**config.mk**
```make
export PLATFORM = sky130hd
export DESIGN_NAME = pipe_stage_buf
export DESIGN_NICKNAME = d
export VERILOG_FILES = /design/src/rtl/pipe_stage_buf.sv
export SDC_FILE = /design/constraint.sdc
export NUM_CORES = 1
export LEC_CHECK = 0
export CORE_MARGIN = 8
export CORE_UTILIZATION = 43
export DETAILED_ROUTE_END_ITERATION = 7
export PLACE_DENSITY = 0.85
export SLEW_MARGIN = 20
export SYNTH_ARGS = -nofsm -noshare
export SYNTH_HDL_FRONTEND = slang
export SYNTH_SLANG_ARGS = --single-unit
export TNS_END_PERCENT = 1
```
**constraint.sdc**
```tcl
create_clock -name clk -period 4.3 [get_ports clk]
set_input_delay 0.86 -clock clk [delete_from_list [all_inputs] [get_ports clk]]
set_output_delay 0.86 -clock clk [all_outputs]
set_load 0.005 [all_outputs]
```
**src/rtl/pipe_stage_buf.sv**
```systemverilog
// Pipeline stage register between CPU stages carrying data, control and PC, with flush/bubble and stall counting.
// Latency: one cycle from an accepted input to out_*; out_* are always registered.
// Backpressure: SKID=0 passes out_ready through to in_ready; SKID=1 buffers 2 entries and registers in_ready.
module pipe_stage_buf #(
  parameter int DATA_W = 96,
  parameter int CTRL_W = 24,
  parameter int SKID   = 0,
  parameter int CNT_W  = 16
) (
  input  logic              clk,
  input  logic              reset,
  input  logic              in_valid,
  output logic              in_ready,
  input  logic [DATA_W-1:0] in_data,
  input  logic [CTRL_W-1:0] in_ctrl,
  input  logic [31:0]       in_pc,
  input  logic              bubble,
  input  logic              flush,
  output logic              out_valid,
  input  logic              out_ready,
  output logic [DATA_W-1:0] out_data,
  output logic [CTRL_W-1:0] out_ctrl,
  output logic [31:0]       out_pc,
  output logic [CNT_W-1:0]  stall_cnt
);

  // One held instruction: PC, control word and datapath payload.
  typedef struct packed {
    logic [31:0]       pc;
    logic [CTRL_W-1:0] ctrl;
    logic [DATA_W-1:0] data;
  } entry_t;

  entry_t in_ent;
  entry_t head_q;
  logic   head_vld_q;
  logic   in_xfer;
  logic   out_xfer;

  // Incoming entry; a bubble turns it into a NOP but keeps the PC for tracing.
  always_comb begin
    in_ent      = '0;
    in_ent.pc   = in_pc;
    in_ent.ctrl = bubble ? '0 : in_ctrl;
    in_ent.data = bubble ? '0 : in_data;
  end

  assign in_xfer   = in_valid & in_ready;
  assign out_xfer  = head_vld_q & out_ready;

  assign out_valid = head_vld_q;
  assign out_data  = head_q.data;
  assign out_ctrl  = head_q.ctrl;
  assign out_pc    = head_q.pc;

  generate
    if (SKID == 0) begin : g_single
      // Ready is combinational: the single slot frees up in the same cycle it is consumed.
      assign in_ready = !head_vld_q | out_ready;

      // Single slot: load on accept (replacing a consumed head without a gap), clear on drain.
      always_ff @(posedge clk) begin
        if (reset || flush) begin
          head_vld_q <= 1'b0;
          head_q     <= '0;
        end else if (in_xfer) begin
          head_vld_q <= 1'b1;
          head_q     <= in_ent;
        end else if (out_xfer) begin
          head_vld_q <= 1'b0;
        end
      end
    end else begin : g_skid
      typedef enum logic [1:0] {
        EMPTY = 2'd0,
        ONE   = 2'd1,
        TWO   = 2'd2
      } state_t;

      state_t state_q;
      entry_t skid_q;
      logic   rdy_q;

      // Ready comes straight from a flop, so the upstream never sees out_ready combinationally.
      assign in_ready = rdy_q;

      // Occupancy FSM: the head feeds out_*, the skid slot absorbs the one
      // extra transfer that arrives while ready is still registered high.
      always_ff @(posedge clk) begin
        if (reset || flush) begin
          state_q    <= EMPTY;
          head_vld_q <= 1'b0;
          head_q     <= '0;
          skid_q     <= '0;
          rdy_q      <= 1'b1;
        end else begin
          case (state_q)
            EMPTY: begin
              if (in_xfer) begin
                head_q     <= in_ent;
                head_vld_q <= 1'b1;
                state_q    <= ONE;
              end
            end
            ONE: begin
              if (in_xfer && out_xfer) begin
                head_q <= in_ent;
              end else if (in_xfer) begin
                skid_q  <= in_ent;
                state_q <= TWO;
                rdy_q   <= 1'b0;
              end else if (out_xfer) begin
                head_vld_q <= 1'b0;
                state_q    <= EMPTY;
              end
            end
            TWO: begin
              if (out_xfer) begin
                head_q  <= skid_q;
                state_q <= ONE;
                rdy_q   <= 1'b1;
              end
            end
            default: begin
              state_q    <= EMPTY;
              head_vld_q <= 1'b0;
              rdy_q      <= 1'b1;
            end
          endcase
        end
      end
    end
  endgenerate

  // Count cycles where the head is held by downstream; saturates, survives flush.
  always_ff @(posedge clk) begin
    if (reset) begin
      stall_cnt <= '0;
    end else if (head_vld_q && !out_ready && (stall_cnt != {CNT_W{1'b1}})) begin
      stall_cnt <= stall_cnt + 1'b1;
    end
  end

endmodule

```
==> results.rst <==
.. list-table::
   :header-rows: 1

   * - Metric
     - Value
   * - Synthesized instance count
     - just under 800
   * - Syn_area_per_cell
     - 8.54 µm²
   * - Hold crit path type
     - flop to flop
   * - Number of antenna violations at the first check in global routing
     - 0
   * - Biggest area consumer among synthesized cells
     - sky130_fd_sc_hd__dfxtp_1
   * - Width of the chip
     - 140 µm
   * - Crit path arrival time
     - roughly 2.3 ns
   * - Clock network fraction of design power
     - 43.5%
   * - Non-Filler Cell Area, Final
     - 0.0105 mm²
   * - Post-synthesis simple-gate area fraction
     - 29.1%
   * - Xor and xnor fraction of the mapped netlist area
     - less than 1%
   * - Required time at the endpoint of the critical path
     - 3.44 ns
   * - Number of synthesized register bits
     - 169
   * - Max-cap violations
     - 0
   * - Dominant cell type by count on the critical path
     - sky130_fd_sc_hd__clkdlybuf4s50_1
   * - Int Pwr
     - 2.77 mW
   * - Number of vias per cell after detailed routing
     - 5.25
   * - Category of the critical setup timing path
     - input port to output port
   * - Cell chosen for the clock root
     - sky130_fd_sc_hd__clkbuf_16
   * - Crit path cell chain
     - clkdlybuf4s50_1 -> and2b_4 -> inv_1 -> clkdlybuf4s50_1
   * - Run status
     - completed
   * - Slew HR
     - 51.0%
   * - Power density cells
     - 340 mW/mm²
   * - Number of buffers created by CTS
     - 17
   * - Synthesized netlist net count
     - between 900 and 1000
   * - Clock tree from TritonCTS
     - done
   * - Post-synth design cell area
     - roughly 0.0066 mm²
   * - Part of the power in registers
     - 45.1%
   * - Overflow left after global routing
     - 0
   * - Area of the placeable core
     - 0.0151 mm²
   * - Final net count
     - 1217
   * - Combinational family with the most area after synthesis
     - simple AND/OR/NAND/NOR gates
   * - Fraction of registers with async set/reset
     - 0%
   * - Leak Pwr
     - 3.54 nW
   * - Weighted congestion at the end of routability-driven global placement
     - 0.833
   * - Routed wirelength normalized by instance count
     - 17.9 µm
   * - Unrepaired setup endpoints after global routing
     - false
   * - Chip Height
     - 140 µm
   * - Setup violation total in the final timing report
     - 0
   * - Fin crit period
     - 3.11 ns
   * - Worst Path Max Fanout
     - 5
   * - Clock edge transition at the registers on the reported setup and hold paths
     - 0.06 ns
   * - Number of gates given a new drive strength after cts
     - 0
   * - Sequential area share after synthesis
     - 51.4%
   * - Setup TNS Final
     - 0 ns
   * - Adder and majority cell fraction of the synthesized area
     - less than 1%
   * - Share of post-route cells with drive strength above 1
     - 5.32%
   * - DIE AREA
     - 0.0195 mm²
   * - Post-detailed-route count of antenna-violating nets
     - 0
   * - Post-route fraction of the period consumed by the critical path
     - between 70 and 80%
   * - Remaining routing DRC violations
     - 0
   * - Initial Utilization
     - approximately 44%
   * - Drt first pass iters
     - 4
   * - Final count of pins violating max slew
     - 0
   * - Share of cell area taken by muxes after synthesis
     - 0.152%
   * - Synthesis-to-layout area growth
     - 60.0%
   * - Max incr delay on CP
     - ~0.54 ns
   * - CP startpoint kind
     - input port
   * - Gate power share
     - between 10% and 20%
   * - Detail Placement HPWL
     - 16.0 mm
   * - First-pass GRT wire length
     - 34.5 mm
   * - Violation count after the first detailed-routing iteration
     - 349
   * - Clk Latency, worst-skew pair
     - ~0.42 ns
   * - Number of library cell types mapped by synthesis
     - 36
   * - Max Clock Freq
     - 321 MHz
   * - Most used flip-flop cell after synthesis
     - sky130_fd_sc_hd__dfxtp_1
   * - Post-synth top area share
     - 51.4%
   * - Total clock sinks
     - 169
   * - Yosys synthesis warning count
     - 0
   * - Slowest stage cell on the critical path
     - sky130_fd_sc_hd__clkdlybuf4s50_1
   * - Fillcell total
     - 1175
   * - Buffers on Ports
     - 327
   * - EDFF count, synth
     - 0
   * - Compound-gate portion of the synthesized area
     - 14.2%
   * - Rows
     - 45
   * - Power spent charging and discharging nets
     - 806 µW
   * - Post-CTS Setup Repair Bufs
     - 0
   * - VDD IR-drop max
     - 0.236 mV
   * - Hold violation total from the final report
     - 0
   * - DRT Wirelength
     - 22.5 mm
   * - Pin count of the biggest net entering global routing
     - around 150
   * - Top-level I/O count
     - ~330
   * - Sw frac
     - 22.5%
   * - Buffers from clock root to sink, at most
     - 2
   * - Area of placed instances
     - 0.00992 mm²
   * - Post-Route Skew
     - 0.00985 ns
   * - Synth top area cells
     - sky130_fd_sc_hd__dfxtp_1, sky130_fd_sc_hd__nand3b_1, sky130_fd_sc_hd__a21oi_1
   * - Vias in the first global route
     - 6325
   * - GRT Total Usage
     - 22.1%
   * - Number of H-tree levels
     - 4
   * - Post-route core utilization
     - 69.7%
   * - Post-CTS Hold Buffers
     - 0
   * - Capturing element type of the critical path
     - output port
   * - Number of diodes added for antenna fixing
     - 0
   * - Vias
     - 6605
   * - Actual transition at the worst max-transition pin
     - 0.735 ns
==> cells in the final DEF, fill, tap and decap left out, drive strengths merged, types with 7 or more instances in the layout <==
cell type / netlist / routed
nor2: 7 / 7
clkbuf: 40 / 23
nand2: 191 / 191
dfxtp: 169 / 169
buf: 26 / 9
a21oi: 164 / 164
clkdlybuf4s50: 0 / 326
nand3b: 120 / 120
==> flip-flops by register name, summed over array words and instances (netlist names) <==
register / flops
out_ctrl: 24
out_data: 96
out_pc: 32
out_valid: 1
stall_cnt: 16
==> cells in the mapped netlist, drive strengths merged, types with 2 or more instances <==
cell type / number
or2: 2
or4: 6
buf: 26
and3: 6
nand3b: 120
nand2: 191
nand4: 5
nand3: 3
nor2: 7
xor2: 2
nor4: 2
inv: 2
clkbuf: 40
o31ai: 6
dfxtp: 169
o21ai: 5
or3: 4
a21oi: 164
==> stage by stage <==
| stage | instances | total power, mW | hold slack, ns | setup slack (ns) |
|---|---|---|---|---|
| 2_1_floorplan | 770 | 1.80 | 0.448 | 2.24 |
| 3_3_place_gp | 1227 | 2.05 | 0.437 | 1.21 |
| 3_5_place_dp | 1227 | 2.06 | 0.442 | 1.20 |
| 4_1_cts | 1259 | 3.61 | 0.451 | 1.19 |
| 5_1_grt | 1259 | 3.71 | 0.463 | 1.15 |
| 6_report | 1259 | 3.58 | 0.447 | 1.19 |
==> final cells by class <==
class / count / area (µm²) / area share, %
tap: 188 / 235 / 2.24
inverter: 2 / 7.51 / 0.0713
clock inverter: 9 / 110 / 1.05
multi-input combinational: 533 / 2900 / 27.5
sequential: 169 / 3380 / 32.1
timing repair buffer: 335 / 3390 / 32.2
clock buffer: 23 / 498 / 4.73
==> path summary, 6_finish.rpt <==
check                                          startpoint                         to  slack [ns]  depth (start not counted)
worst min-delay path            out_data[52]$_SDFFE_PP0P_  out_data[52]$_SDFFE_PP0P_        0.45                          2
worst min register to register  out_data[52]$_SDFFE_PP0P_  out_data[52]$_SDFFE_PP0P_        0.45                          2
worst max register to register     out_valid$_SDFFE_PP0P_  out_ctrl[19]$_SDFFE_PP0P_        2.33                          6
worst max-delay path                            out_ready                   in_ready        1.19                          4
==> critical path: cells and delay by family <==
kind                   cells  cell delay [ns]
and+or+nand+nor            1             0.22
buffers and inverters      3             1.17
==> routing by layer <==
layer	share of wire (%)	wire (µm)	up-vias	GRT usage [%]
li1	-	-	3207	-
met4	3.2	729	0	10.1
met3	7.4	1680	48	6.70
met2	49	11100	253	37.8
met1	40	9020	3097	24.7
met5	0	0	-	0
==> cells by family after synthesis <==
group,Yosys count
adders and majority gates,1
and+or+nand+nor,351
xor gates and xnor gates,2
buffers and inverters,68
DFF,169
muxes,1
AOI/OAI and AO/OA,178
==> power by group through the flow <==
stage          registers [mW]  logic [mW]  clock network, mW
2_1_floorplan            1.65       0.151                  0
3_3_place_gp             1.65       0.404                  0
3_5_place_dp             1.65       0.406                  0
4_1_cts                  1.61       0.409               1.59
5_1_grt                  1.62       0.435               1.65
6_report                 1.61       0.406               1.56
Power figures use the tool's default switching activity.
